==> src/rtl/sr_pkg.sv <==
// Shared definitions for the SR command path: default timing parameters,
// counter sizing helper and the command encoding seen by the SR stage.
package sr_pkg;

   localparam int SR_DEB_DEFAULT     = 4;
   localparam int SR_HOLDOFF_DEFAULT = 8;

   // Bits needed to hold 0..n; never narrower than one bit so a zero
   // parameter still yields a legal vector.
   function automatic int sr_cnt_w(input int n);
      return (n < 1) ? 1 : $clog2(n + 1);
   endfunction

   // Command issued towards the SR flip-flop in a given cycle.
   typedef enum logic [1:0] {
      SR_NONE     = 2'd0,
      SR_SET      = 2'd1,
      SR_CLR      = 2'd2,
      SR_CONFLICT = 2'd3
   } sr_cmd_e;

endpackage

==> src/rtl/sr_deb_chan.sv <==
// One request channel: two-flop synchroniser, debounce counter and
// rising-edge detect on the debounced level.
module sr_deb_chan
   import sr_pkg::*;
#(
   parameter int DEB_CYCLES = SR_DEB_DEFAULT
) (
   input  logic clk,
   input  logic rstn,
   input  logic req,
   output logic lvl,
   output logic rise
);

   localparam int            CW       = sr_cnt_w(DEB_CYCLES);
   localparam logic [CW-1:0] CNT_LAST = CW'(DEB_CYCLES - 1);

   logic          sync1_q;
   logic          sync2_q;
   logic          lvl_q;
   logic          lvl_d;
   logic          lvl_prev_q;
   logic [CW-1:0] cnt_q;
   logic [CW-1:0] cnt_d;

   // Bring the raw asynchronous request into the clk domain.
   always_ff @(posedge clk or negedge rstn) begin
      if (!rstn) begin
         sync1_q <= 1'b0;
         sync2_q <= 1'b0;
      end else begin
         sync1_q <= req;
         sync2_q <= sync1_q;
      end
   end

   // Accept a new level only after it has differed for DEB_CYCLES cycles in a
   // row; any return to the current level restarts the count.
   always_comb begin
      lvl_d = lvl_q;
      cnt_d = cnt_q;
      if (sync2_q == lvl_q) begin
         cnt_d = '0;
      end else if (cnt_q == CNT_LAST) begin
         lvl_d = sync2_q;
         cnt_d = '0;
      end else begin
         cnt_d = cnt_q + CW'(1);
      end
   end

   // Debounced level, its one-cycle delayed copy and the count.
   always_ff @(posedge clk or negedge rstn) begin
      if (!rstn) begin
         lvl_q      <= 1'b0;
         lvl_prev_q <= 1'b0;
         cnt_q      <= '0;
      end else begin
         lvl_q      <= lvl_d;
         lvl_prev_q <= lvl_q;
         cnt_q      <= cnt_d;
      end
   end

   // Only 0->1 transitions of the debounced level count as requests.
   assign rise = lvl_q & ~lvl_prev_q;
   assign lvl  = lvl_q;

endmodule

==> src/rtl/sr_cmd_gen.sv <==
// Command generator for the SR flip-flop: debounces the set and clear request
// lines and arbitrates their rising edges into clean one-cycle s/r strobes,
// with conflict detection, enable gating and a post-strobe hold-off window.
module sr_cmd_gen
   import sr_pkg::*;
#(
   parameter int DEB_CYCLES = SR_DEB_DEFAULT,
   parameter int HOLDOFF    = SR_HOLDOFF_DEFAULT
) (
   input  logic clk,
   input  logic rstn,
   input  logic en,
   input  logic set_req,
   input  logic clr_req,
   output logic s,
   output logic r,
   output logic conflict,
   output logic dropped,
   output logic set_lvl,
   output logic clr_lvl
);

   localparam int            HW        = sr_cnt_w(HOLDOFF);
   localparam logic [HW-1:0] HOLD_LOAD = HW'(HOLDOFF);

   logic          rise_set;
   logic          rise_clr;
   logic          set_lvl_w;
   logic          clr_lvl_w;

   sr_cmd_e       cmd_d;
   logic          drop_d;
   logic [HW-1:0] hold_q;
   logic [HW-1:0] hold_d;

   logic          s_q;
   logic          r_q;
   logic          conflict_q;
   logic          dropped_q;

   sr_deb_chan #(
      .DEB_CYCLES (DEB_CYCLES)
   ) u_set_chan (
      .clk  (clk),
      .rstn (rstn),
      .req  (set_req),
      .lvl  (set_lvl_w),
      .rise (rise_set)
   );

   sr_deb_chan #(
      .DEB_CYCLES (DEB_CYCLES)
   ) u_clr_chan (
      .clk  (clk),
      .rstn (rstn),
      .req  (clr_req),
      .lvl  (clr_lvl_w),
      .rise (rise_clr)
   );

   // Decide what each debounced edge turns into. The hold-off only reloads
   // from zero, so a reload and a decrement can never land in the same cycle.
   always_comb begin
      cmd_d  = SR_NONE;
      drop_d = 1'b0;
      hold_d = (hold_q != '0) ? hold_q - HW'(1) : hold_q;
      if (rise_set || rise_clr) begin
         if (!en || (hold_q != '0)) begin
            drop_d = 1'b1;
         end else if (rise_set && rise_clr) begin
            cmd_d = SR_CONFLICT;
         end else begin
            cmd_d  = rise_set ? SR_SET : SR_CLR;
            hold_d = HOLD_LOAD;
         end
      end
   end

   // Register every output flag and the hold-off counter.
   always_ff @(posedge clk or negedge rstn) begin
      if (!rstn) begin
         s_q        <= 1'b0;
         r_q        <= 1'b0;
         conflict_q <= 1'b0;
         dropped_q  <= 1'b0;
         hold_q     <= '0;
      end else begin
         s_q        <= (cmd_d == SR_SET);
         r_q        <= (cmd_d == SR_CLR);
         conflict_q <= (cmd_d == SR_CONFLICT);
         dropped_q  <= drop_d;
         hold_q     <= hold_d;
      end
   end

   assign s        = s_q;
   assign r        = r_q;
   assign conflict = conflict_q;
   assign dropped  = dropped_q;
   assign set_lvl  = set_lvl_w;
   assign clr_lvl  = clr_lvl_w;

   // The SR stage must never see set and reset together.
   a_s_r_exclusive : assert property (@(posedge clk) disable iff (!rstn) !(s_q && r_q));

endmodule

==> config.mk <==
export PLATFORM = sky130hd
export DESIGN_NAME = sr_cmd_gen
export DESIGN_NICKNAME = d
export VERILOG_FILES = /design/src/rtl/sr_pkg.sv /design/src/rtl/sr_deb_chan.sv /design/src/rtl/sr_cmd_gen.sv
export SDC_FILE = /design/constraint.sdc
export NUM_CORES = 1
export LEC_CHECK = 0
export CORE_MARGIN = 3
export CORE_UTILIZATION = 51
export DETAILED_ROUTE_END_ITERATION = 12
export GPL_ROUTABILITY_DRIVEN = 0
export PLACE_DENSITY = 0.75
export SYNTH_ARGS = -nofsm -noshare
export SYNTH_HDL_FRONTEND = slang
export SYNTH_SLANG_ARGS = --single-unit
==> constraint.sdc <==
create_clock -name clk -period 1.88 [get_ports clk]
set_clock_uncertainty 0.2 [all_clocks]
set_input_delay 0.282 -clock clk [delete_from_list [all_inputs] [get_ports clk]]
set_output_delay 0.282 -clock clk [all_outputs]
set_load 0.03 [all_outputs]
# Yosys cells after proc, flatten, opt, wreduce, memory -nomap -nowiden
# Index checks and enable logic that the tools add are counted.
# word_totals
regBits,22
latch_bits,0
ram_bits,0
rom_bits,0
inputBits,5
output_inout_bits,6
elab_cells,52
memories,0
# op_classes
add_sub_neg,3
mul,0
div_mod_pow,0
magnitude_cmp,0
eq_ne,7
n_shift,0
muxes,14
n_bitwise,6
n_reduce_logical,7
# ops
op,count
two-way mux 4 bit,4
two-way mux 3 bit,4
two-way mux 2 bit,4
"adder 3 x 1 -> 3 bit, second input constant",2
"equality test 3 x 2 -> 1 bit, second input constant",2
"equality test 2 bit, second input constant",2
inverter 1 bit,4
AND reduction 2 bit,2
nonzero test 4 bit,1
"subtractor 4 x 1 -> 4 bit, second input constant",1
AND 1 bit,2
equality test 1 bit,2
"equality test 2 x 1 -> 1 bit, second input constant",1
logical OR 1 bit,2
two-way mux 1 bit,2
logical AND 1 bit,1
logical NOT 1 bit,1

# Depth between registers and ports, before layout
# Gate-level depths: netlist of run 1.
# logic_depth
word_depth,7
depth_mapped,5
ltp_nobuf,5

# Cells and area by module
# A second synthesis of run 1 with hierarchy kept.
# hier_totals
hier_cells,62
area_unflattened_um2,874.6
# modules_own_cells
mod,n_inst,cells_per_inst,area_per_inst_um2,seq_area_each_um2
sr_deb_chan,2,15,252.7,175.2
sr_cmd_gen,1,32,369.1,200.2

# Worst setup path before layout of run 1
# Ideal clock, no wire load.
# synth_timing
kind,flip-flop to flip-flop
from,reg hold_q[0]
to,reg hold_q[1]
setup_ns,0.082
arrival_ns,1.413
required_time_ns,1.598
path_slack_ns,0.185
path_stages_with_launch,6
path_buffers,0
period_less_slack_ns,1.695
cell_sequence,dfrtp_1 inv_1 ha_1 nor3b_4 mux2_2 a31oi_1
# synth_between
elab_chain_cells,5
word_cells_on_any_way,7
classes_between,add/sub: 1; mux: 4; reduce/logical: 2
# synth_rtl
element,line,text
from (decl),sr_cmd_gen.sv:33,logic [HW-1:0] hold_q;
from (signal assigned),sr_cmd_gen.sv:92,hold_q <= hold_d;
subtractor 4 x 1 -> 4 bit or nonzero test 4 bit (tied branches),"sr_cmd_gen.sv:66, sr_cmd_gen.sv:68",
two-way mux 4 bit,sr_cmd_gen.sv:66,hold_d = (hold_q != '0) ? hold_q - HW'(1) : hold_q;
two-way mux 4 bit,sr_cmd_gen.sv:70,end else if (rise_set && rise_clr) begin
two-way mux 4 bit,sr_cmd_gen.sv:68,if (!en || (hold_q != '0)) begin
two-way mux 4 bit *,sr_cmd_gen.sv:67,if (rise_set || rise_clr) begin
net hold_d[1],sr_cmd_gen.sv:34,logic [HW-1:0] hold_d;
# The timed path passes the listed nets; every way through them passes the cells marked *.
# A chain may end at the register's enable or synchronous reset.

# Worst setup path after layout of run 1
# layout_timing
from,"reg u_clr_chan.lvl_q, in the netlist u_clr_chan.lvl"
to,out clr_lvl
# layout_rtl
element,line,text
from (decl),sr_deb_chan.sv:20,logic lvl_q;
from (signal assigned),sr_deb_chan.sv:59,lvl_q <= lvl_d;
to (decl),sr_cmd_gen.sv:20,output logic clr_lvl
# No word-level cell between the ends.

==> impl_metrics.sql, run 1 <==
INSERT INTO impl_metrics (metric_group, metric, value, unit) VALUES
('run_status', 'status', 'complete, no violations', ''),
('final_layout', 'syn2layout_area_growth', '21.1', '%'),
('clock_tree', 'postCtsSetupBuffers', '0', ''),
('setup_path', 'timing.rr.end', 'hold_q[1]', ''),
('clock_tree', 'clk_transition_reported_paths', '0.11', 'ns'),
('setup_path', 'crit_path_end_kind', 'primary output', ''),
('clock_tree', 'insertion_delay', '0.30', 'ns'),
('grt', 'grt_overflow_total', '0', ''),
('drt', 'viasPerCell', '5.20', ''),
('yosys', 'synth-seq-area-share', '65.3', '%'),
('setup_path', 'path_cells', 'clkdlybuf4s50_1', ''),
('clock_tree', 'tritoncts', 'done', ''),
('drt', 'wl', '1180', 'µm'),
('timing', 'rsz0062_at_grt', 'false', ''),
('setup_path', 'number_of_buffers_and_inverters_on_the_critical_path', '1', ''),
('setup_path', 'timing.critical_path.slowest_stage_cell', 'clkdlybuf4s50_1', ''),
('die', 'die_h', '46.7', 'µm'),
('drt', 'antenna_violating_nets_post_route', '0', ''),
('hold_path', 'hp-class', 'in -> async', ''),
('yosys', 'ys_types', '19', ''),
('final_layout', 'fin_nets', '86', ''),
('final_layout', 'insertedDiodeCount', '0', ''),
('final_layout', 'largest_reg_flops', '4', ''),
('grt', 'grt_pass1_vias', '490', ''),
('final_layout', 'drive_above_1_share', '18.2', '%'),
('yosys', 'syn-mean-instance-area', '14.1', 'µm²'),
('drt', 'via_count', '484', ''),
('yosys', 'netlist.area_leader.share', '65.3', '%'),
('clock_tree', 'numCtsBuffers', '3', ''),
('yosys', 'synthTopCellsByArea', 'dfrtp_1 65%, mux2_2 5.3%, ha_1 4.5%, xnor2_1 4.2%, nor3b_1 2.7%', ''),
('setup_path', 'top_family_by_delay_on_critical_path', 'buffers and inverters', ''),
('drt', 'first_iter_violations', '6', ''),
('yosys', 'yosysWarningCount', '0', ''),
('power', 'static-leakage-power', '0.469', 'nW'),
('clock_tree', 'clock_tree.root_cell', 'clkbuf_4', ''),
('timing', 'setup_tns', '0', 'ns'),
('yosys', 'synth_area_leader_cell', 'dfrtp_1', ''),
('timing', 'slew_viol_final', '0', ''),
('yosys', 'postSynthNetCount', '68', ''),
('timing', 'fmax', '554', 'MHz'),
('final_layout', 'largest_regs', 'hold_q: 4 flops, u_clr_chan.cnt_q: 3 flops, u_set_chan.cnt_q: 3 flops', ''),
('yosys', 'syn_inst', '60', ''),
('setup_path', 'crit_path_max_fanout', '2', ''),
('timing', 'timing_hold_violations_final', '0', ''),
('yosys', 'synth.ff_latch_count', '22', ''),
('drt', 'drt_drc_violations_left', '0', ''),
('setup_path', 'required', '1.40', 'ns'),
('timing', 'maxSlewHeadroom', '79.3', '%'),
('place', 'place.port_buffers', '10', ''),
('timing', 'hold_worst_slack', '0.120', 'ns'),
('power', 'irDropWorstVdd', '0.869', 'mV'),
('setup_path', 'r2r_slack', '0.22', 'ns'),
('setup_path', 'worst_setup_path_start_kind', 'flop', ''),
('power', 'finalPower', '1.57', 'mW'),
('die', 'floorplan.rows', '14', ''),
('final_layout', 'most-common-layout-cells', '22 x dfrtp_1, 9 x clkdlybuf4s50_1, 4 x xnor2_1, 4 x mux2_2', ''),
('timing', 'fin_crit_sh', '96.1', '%'),
('grt', 'maximum_number_of_pins_on_one_net_before_global_route_repair', '23', ''),
('drt', 'wl_per_cell', '12.7', 'µm'),
('job', 'max-cap-violations', '0', ''),
('grt', 'groute.usage.overall', '13.5', '%'),
('final_layout', 'largest-register', 'hold_q', ''),
('die', 'die_width', '46.7', 'µm'),
('setup_path', 'reg2reg_from', 'hold_q[0]', ''),
('die', 'starting_utilization_of_the_core_area', '55.3', '%'),
('clock_tree', 'cts-root-to-sink-buffers', '2', ''),
('final_layout', 'final_common_cell', 'dfrtp_1', ''),
('grt', 'grt_pass1_wl', '1950', 'µm'),
('clock_tree', 'number_of_sinks_on_the_clock_net', '22', ''),
('clock_tree', 'htreeDepth', '1', ''),
('clock_tree', 'cts.repair.resized', '1', '');
[cell type report]
class | instances | area [µm²]
clock buffer | 4 | 36.3
fill | 124 | 503
inverter | 3 | 11.3
multi-input combinational | 35 | 282
sequential | 22 | 551
tap | 16 | 20.0
timing repair buffer | 13 | 121
[power by group]
part           internal, mW  total [mW]  switching (mW)
sequential            0.614       0.703          0.0893
clock                 0.118       0.249           0.131
combinational         0.319       0.620           0.301
total                  1.05        1.57           0.521
[per-layer routing]
layer  track usage (%)  vias up  routed length [µm]
met5                 0        -                   0
met4              9.94        0                  16
met3              2.34        2                  54
met2              22.5        9                 560
met1              15.1      231                 547
li1                  -      242                   -
[cells by family after synthesis]
| family | Yosys count | synth area share, % |
|---|---|---|
| adder cells (fa/ha/maj) | 3 | 4.45 |
| XOR/XNOR | 4 | 4.15 |
| buffers and inverters | 3 | 1.34 |
| flip-flops | 22 | 65.3 |
| AND/OR/NAND/NOR | 19 | 15.4 |
| multiplexers | 4 | 5.34 |
| AO/OA/AOI/OAI | 5 | 4.01 |
[metrics by stage]
stage | cells | setup slack (ns) | util, % | area (µm²)
final | 93 | 0.0733 | 67.0 | 1020
after global routing | 93 | 0.00728 | 67.0 | 1020
after CTS | 93 | 0.0416 | 67.0 | 1020
after detailed placement | 89 | 0.240 | 64.7 | 986
after global placement | 89 | 0.272 | 64.7 | 986
after floorplan | 60 | 0.185 | - | 843
[worst max path at each step]
stage,from,end,slack (ns),cells past startpoint
after floorplan,hold_q[0],hold_q[1],0.19,5
after global placement,hold_q[0],hold_q[1],0.27,5
after detailed placement,hold_q[0],hold_q[1],0.24,5
after CTS,u_clr_chan.lvl,clr_lvl,0.04,1
after global routing,u_clr_chan.lvl,clr_lvl,0.007,1
final,u_clr_chan.lvl,clr_lvl,0.07,1
[cells in the mapped netlist, drive strengths merged]
cell and number:
a22oi 1, a31o 1, a31oi 2, and2b 1, and4 1, dfrtp 22
ha 3, inv 3, mux2 4, nand2b 2, nand3 1, nand4b 1
nor2 3, nor2b 3, nor3 3, nor3b 4, o21ai 1, xnor2 4
Power figures use the tool's default switching activity.
==> run 2, diff against run 1 <==
CORE_UTILIZATION = 55   (was 51)
PLACE_DENSITY = 0.8   (was 0.75)
clock period = 2.3 ns   (was 1.88 ns; I/O delays follow)
==> impl_metrics.sql, run 2 (synthesis results as in run 1) <==
INSERT INTO impl_metrics (metric_group, metric, value, unit) VALUES
('hold_path', 'hp-class', 'in -> async', ''),
('final_layout', 'drive_above_1_share', '16.0', '%'),
('power', 'power.combinational.fraction', '37.8', '%'),
('clock_tree', 'number_of_sinks_on_the_clock_net', '22', ''),
('setup_path', 'timing.critical_path.slowest_stage_cell', 'clkdlybuf4s50_1', ''),
('timing', 'fmax', '493', 'MHz'),
('clock_tree', 'clock_tree.root_cell', 'clkbuf_4', ''),
('grt', 'grt_antenna_before_repair', '0', ''),
('timing', 'setup_ws', '0.271', 'ns'),
('setup_path', 'crit_path_max_fanout', '6', ''),
('timing', 'timing.final.crit_period', '2.03', 'ns'),
('final_layout', 'largest_reg_flops', '4', ''),
('die', 'num_io_pins', '11', ''),
('drt', 'top_signal_layer_used', 'met4', ''),
('power', 'power.internal', '0.845', 'mW'),
('clock_tree', 'tritoncts', 'done', ''),
('drt', 'drt_pre_antenna_iters', '1', ''),
('drt', 'wl', '1230', 'µm'),
('setup_path', 'slowest_delay', '0.71', 'ns'),
('die', 'floorplan.rows', '13', ''),
('grt', 'grt_pass1_vias', '511', ''),
('final_layout', 'insertedDiodeCount', '0', ''),
('drt', 'wl_met1', '556', 'µm'),
('power', 'netSwitchingPower', '0.438', 'mW'),
('power', 'irDropWorstVdd', '0.829', 'mV'),
('power', 'power.clock.fraction', '16.2', '%'),
('timing', 'timing_hold_violations_final', '0', ''),
('setup_path', 'worst_setup_path_start_kind', 'flop', ''),
('drt', 'met3WireLength', '35', 'µm'),
('die', 'die-area', '0.00204', 'mm²'),
('drt', 'wl_per_cell', '13.7', 'µm'),
('clock_tree', 'cts-root-to-sink-buffers', '2', ''),
('place', 'place.port_buffers', '10', ''),
('clock_tree', 'clk_transition_reported_paths', '0.12', 'ns'),
('drt', 'via_count', '487', ''),
('setup_path', 'timing.setup.critical_path_class', 'reg -> out', ''),
('final_layout', 'fin_nets', '84', ''),
('power', 'seq_power_share', '46.0', '%'),
('clock_tree', 'cts-hold-fix-buffers', '0', ''),
('timing', 'maxSlewHeadroom', '78.7', '%'),
('drt', 'detailroute.wirelength.met2', '634', 'µm'),
('run_status', 'status', 'complete, no violations', ''),
('final_layout', 'most-common-layout-cells', '22 x dfrtp_1, 10 x clkdlybuf4s50_1, 4 x xnor2_1, 4 x mux2_2', ''),
('place', 'placement.cell_area', '970', 'µm²'),
('final_layout', 'final_common_cell', 'dfrtp_1', ''),
('clock_tree', 'insertion_delay', '0.30', 'ns'),
('timing', 'final-setup-viol-count', '0', ''),
('setup_path', 'worstSetupStartpoint', 'u_clr_chan.lvl', ''),
('setup_path', 'required', '1.75', 'ns'),
('clock_tree', 'postCtsSetupBuffers', '0', ''),
('setup_path', 'top_family_by_delay_on_critical_path', 'buffers and inverters', ''),
('clock_tree', 'htreeDepth', '1', ''),
('drt', 'first_iter_violations', '0', ''),
('timing', 'rsz0062_at_grt', 'false', ''),
('clock_tree', 'numCtsBuffers', '3', ''),
('drt', 'antenna_violating_nets_post_route', '0', ''),
('job', 'max-cap-violations', '0', ''),
('setup_path', 'reg2reg_from', 'hold_q[0]', ''),
('place', 'dp_worst_setup_slack', '0.460', 'ns'),
('grt', 'groute.usage.overall', '14.8', '%'),
('final_layout', 'finish.instance_area', '0.00101', 'mm²'),
('timing', 'slew_at_the_pin_closest_to_its_max_slew_limit', '0.319', 'ns'),
('drt', 'viasPerCell', '5.41', ''),
('power', 'static-leakage-power', '0.457', 'nW'),
('grt', 'grt_overflow_total', '0', ''),
('final_layout', 'largest-register', 'hold_q', ''),
('die', 'starting_utilization_of_the_core_area', '61.7', '%'),
('grt', 'maximum_number_of_pins_on_one_net_before_global_route_repair', '23', ''),
('clock_tree', 'cts.repair.resized', '0', ''),
('timing', 'setup_tns', '0', 'ns'),
('final_layout', 'final_cells', '90', ''),
('die', 'core_region_area', '0.00137', 'mm²'),
('drt', 'drt_drc_violations_left', '0', ''),
('setup_path', 'worst-endpoint-arrival', '1.48', 'ns'),
('power', 'powerDensity', '1280', 'mW/mm²'),
('final_layout', 'largest_regs', 'hold_q: 4 flops, u_clr_chan.cnt_q: 3 flops, u_set_chan.cnt_q: 3 flops', ''),
('grt', 'grt_pass1_wl', '2170', 'µm'),
('timing', 'fin_crit_sh', '88.2', '%'),
('die', 'die_width', '45.2', 'µm'),
('place', 'detail_placement_hpwl', '866', 'µm'),
('setup_path', 'crit_path_end_kind', 'primary output', ''),
('setup_path', 'number_of_buffers_and_inverters_on_the_critical_path', '1', ''),
('place', 'placed_cells_incl_taps', '86', ''),
('final_layout', 'syn2layout_area_growth', '19.3', '%'),
('timing', 'slew_viol_final', '0', ''),
('setup_path', 'path_cells', 'clkdlybuf4s50_1', ''),
('die', 'die_h', '45.2', 'µm'),
('power', 'netSwitchingFraction', '34.1', '%');
run 2: cell count changes in the layout (fill, tap and decap cells not counted):
cell,previous run,this run
buf_4,3,1
clkdlybuf4s50_1,9,10
dlygate4sd2_1,1,0
run 2: per-stage QoR:
stage / power (mW) / hold slack, ns / utilization (%)
final: 1.28 / 0.167 / 73.6
after global routing: 1.37 / 0.180 / 73.6
after detailed placement: 1.09 / 0.136 / 71.0
after CTS: 1.30 / 0.172 / 73.6
after global placement: 1.06 / 0.134 / 71.0
after floorplan: 0.940 / -0.151 / -
run 2: path summary, 6_finish.rpt:
path                       slack (ns)  cells after the start                     to
max in group asynchronous        1.51                      2  u_clr_chan.lvl_prev_q
min reg2reg                      0.17                      0     u_set_chan.sync2_q
min in group clk                 0.17                      0     u_set_chan.sync2_q
max reg2reg                      0.44                      5              hold_q[1]
min                              0.17                      2              hold_q[2]
max                              0.27                      1                clr_lvl
run 2: worst register-to-register path, delay by kind of cell (launching register included):
family / cells / cell delay [ns]
multiplexers: 1 / 0.37
AO/OA/AOI/OAI: 1 / 0.14
flip-flops: 1 / 0.41
adder cells (fa/ha/maj): 1 / 0.22
buffers and inverters: 1 / 0.10
AND/OR/NAND/NOR: 1 / 0.34
run 2: per-layer routing:
layer,up-vias,GRT usage [%]
li1,236,-
met1,240,18.1
met2,9,25.4
met3,2,2.39
met4,0,7.02
met5,-,0
run 2: area by class of cell:
type / instances / area, µm²
Timing Repair Buffer: 11 / 108
Tap cell: 15 / 18.8
Inverter: 3 / 11.3
Fill cell: 92 / 360
Sequential cell: 22 / 551
Clock buffer: 4 / 36.3
Multi-Input combinational cell: 35 / 282
run 2: power by group through the flow:
stage / sequential, mW / clock (mW) / combinational, mW
floorplan: 0.638 / 0 / 0.303
CTS: 0.593 / 0.214 / 0.493
global placement: 0.590 / 0 / 0.472
detailed placement: 0.598 / 0 / 0.488
finish: 0.589 / 0.208 / 0.485
global route: 0.607 / 0.225 / 0.538
==> run 3, diff against run 2 <==
CORE_UTILIZATION = 46   (was 55)
PLACE_DENSITY = 0.71   (was 0.8)
clock period = 1.77 ns   (was 2.3 ns; I/O delays follow)
==> impl_metrics.sql, run 3 (synthesis results as in run 1) <==
INSERT INTO impl_metrics (metric_group, metric, value, unit) VALUES
('drt', 'wl', '1120', 'µm'),
('final_layout', 'largest_regs', 'hold_q: 4 flops, u_clr_chan.cnt_q: 3 flops, u_set_chan.cnt_q: 3 flops', ''),
('die', 'starting_utilization_of_the_core_area', '52.3', '%'),
('power', 'power.combinational.fraction', '41.5', '%'),
('die', 'core_region_area', '0.00161', 'mm²'),
('setup_path', 'crit_path_max_fanout', '4', ''),
('timing', 'maxSlewHeadroom', '78.8', '%'),
('job', 'max-cap-violations', '0', ''),
('clock_tree', 'insertion_delay', '0.29', 'ns'),
('final_layout', 'syn2layout_area_growth', '21.2', '%'),
('clock_tree', 'cts-hold-fix-buffers', '0', ''),
('run_status', 'status', 'complete, no violations', ''),
('setup_path', 'timing.setup.critical_path_class', 'reg -> reg', ''),
('clock_tree', 'clock_tree.root_cell', 'clkbuf_4', ''),
('drt', 'wl_per_cell', '11.1', 'µm'),
('clock_tree', 'cts-root-to-sink-buffers', '2', ''),
('grt', 'grt_pass1_vias', '492', ''),
('final_layout', 'fin_nets', '87', ''),
('final_layout', 'largest-register', 'hold_q', ''),
('drt', 'first_iter_violations', '1', ''),
('final_layout', 'final_cells', '101', ''),
('setup_path', 'reg2reg_from', 'hold_q[0]', ''),
('final_layout', 'most-common-layout-cells', '22 x dfrtp_1, 5 x dlygate4sd2_1', ''),
('drt', 'antenna_violating_nets_post_route', '0', ''),
('final_layout', 'insertedDiodeCount', '0', ''),
('timing', 'slew_at_the_pin_closest_to_its_max_slew_limit', '0.318', 'ns'),
('setup_path', 'crit_path_end_kind', 'flop', ''),
('power', 'netSwitchingPower', '0.549', 'mW'),
('power', 'static-leakage-power', '0.499', 'nW'),
('die', 'die_h', '48.8', 'µm'),
('power', 'power.internal', '1.06', 'mW'),
('grt', 'grt_overflow_total', '0', ''),
('place', 'detail_placement_hpwl', '856', 'µm'),
('die', 'floorplan.rows', '14', ''),
('final_layout', 'largest_reg_flops', '4', ''),
('die', 'num_io_pins', '11', ''),
('drt', 'via_count', '489', ''),
('hold_path', 'hp-class', 'in -> async', ''),
('power', 'seq_power_share', '45.7', '%'),
('die', 'die_width', '48.8', 'µm'),
('clock_tree', 'number_of_sinks_on_the_clock_net', '22', ''),
('grt', 'grt_antenna_before_repair', '0', ''),
('setup_path', 'required', '1.79', 'ns'),
('final_layout', 'final_common_cell', 'dfrtp_1', ''),
('clock_tree', 'tritoncts', 'done', ''),
('clock_tree', 'postCtsSetupBuffers', '0', ''),
('place', 'placed_cells_incl_taps', '98', ''),
('timing', 'timing.final.crit_period', '1.70', 'ns'),
('clock_tree', 'htreeDepth', '1', ''),
('setup_path', 'worst_setup_path_start_kind', 'flop', ''),
('timing', 'timing_hold_violations_final', '0', ''),
('final_layout', 'sequential_cell_area', '551', 'µm²'),
('final_layout', 'nFillCells', '143', ''),
('power', 'power.clock.fraction', '12.8', '%'),
('power', 'netSwitchingFraction', '34.0', '%'),
('power', 'irDropWorstVdd', '0.728', 'mV'),
('timing', 'rsz0062_at_grt', 'false', ''),
('final_layout', 'finish.instance_area', '0.00102', 'mm²'),
('final_layout', 'drive_above_1_share', '18.2', '%'),
('power', 'finalPower', '1.61', 'mW'),
('place', 'placement.cell_area', '0.00100', 'mm²'),
('die', 'die-area', '0.00238', 'mm²'),
('timing', 'slew_viol_final', '0', ''),
('power', 'powerDensity', '1580', 'mW/mm²'),
('clock_tree', 'clk_transition_reported_paths', '0.11', 'ns'),
('timing', 'setup_tns', '0', 'ns'),
('clock_tree', 'numCtsBuffers', '3', ''),
('drt', 'drt_pre_antenna_iters', '2', ''),
('timing', 'fin_crit_sh', '95.9', '%'),
('place', 'place.port_buffers', '10', ''),
('drt', 'viasPerCell', '4.84', ''),
('grt', 'groute.usage.overall', '11.1', '%'),
('grt', 'grt_pass1_wl', '2150', 'µm'),
('setup_path', 'worstSetupStartpoint', 'hold_q[0]', ''),
('setup_path', 'worst-endpoint-arrival', '1.72', 'ns'),
('final_layout', 'multi_input_comb_area', '282', 'µm²'),
('timing', 'fmax', '589', 'MHz'),
('drt', 'drt_drc_violations_left', '0', ''),
('timing', 'final-setup-viol-count', '0', ''),
('grt', 'maximum_number_of_pins_on_one_net_before_global_route_repair', '23', '');
[run 3: final timing paths]
check | to | cells past startpoint | slack [ns]
setup / recovery | hold_q[1] | 5 | 0.07
hold / removal | hold_q[2] | 2 | 0.11
setup reg to reg | hold_q[1] | 5 | 0.07
hold reg to reg | u_set_chan.sync2_q | 0 | 0.16
max in group asynchronous | u_set_chan.sync1_q | 2 | 1.04
min in group clk | u_set_chan.sync2_q | 0 | 0.16
[run 3: metrics by stage]
step	hold slack [ns]	setup WS (ns)	utilization [%]
finish	0.111	0.0734	63.4
global route	0.122	0.00997	63.4
CTS	0.114	0.0168	63.3
detailed placement	0.135	0.0961	62.3
global placement	0.132	0.152	62.3
floorplan	-0.230	0.0753	-
[run 3: layout make-up]
type / count / share of cell area, %
Inverter: 3 / 1.10
Clock buffer: 3 / 2.20
Tap cell: 24 / 2.94
Timing Repair Buffer: 14 / 12.4
Multi-Input combinational cell: 35 / 27.5
Sequential cell: 22 / 53.9
[run 3: power groups by stage]
stage | logic, mW | registers [mW] | clock network [mW]
2_1_floorplan | 0.393 | 0.828 | 0
4_1_cts | 0.678 | 0.738 | 0.215
3_3_place_gp | 0.687 | 0.741 | 0
5_1_grt | 0.753 | 0.754 | 0.241
3_5_place_dp | 0.701 | 0.749 | 0
6_report | 0.670 | 0.737 | 0.207
[run 3: worst max-delay path, stage by stage (launching register included)]
cell and delay, ns:
dfrtp_1 0.42, inv_1 0.10, ha_1 0.21, nor3b_4 0.22, mux2_2 0.35, a31oi_1 0.13
[run 3: layer usage]
layer	track usage, %	part of all wire, %	vias to the layer above
li1	-	-	245
met1	15.5	50	235
met2	16.5	46	9
met3	2.45	3.8	0
met4	5.21	0	0
met5	0	0	-
[run 3: repair_timing]
action                                  4_1_cts  5_1_grt
pin swaps                                     0        0
endpoints found under the setup margin        5        1
gates resized for setup                       5        1
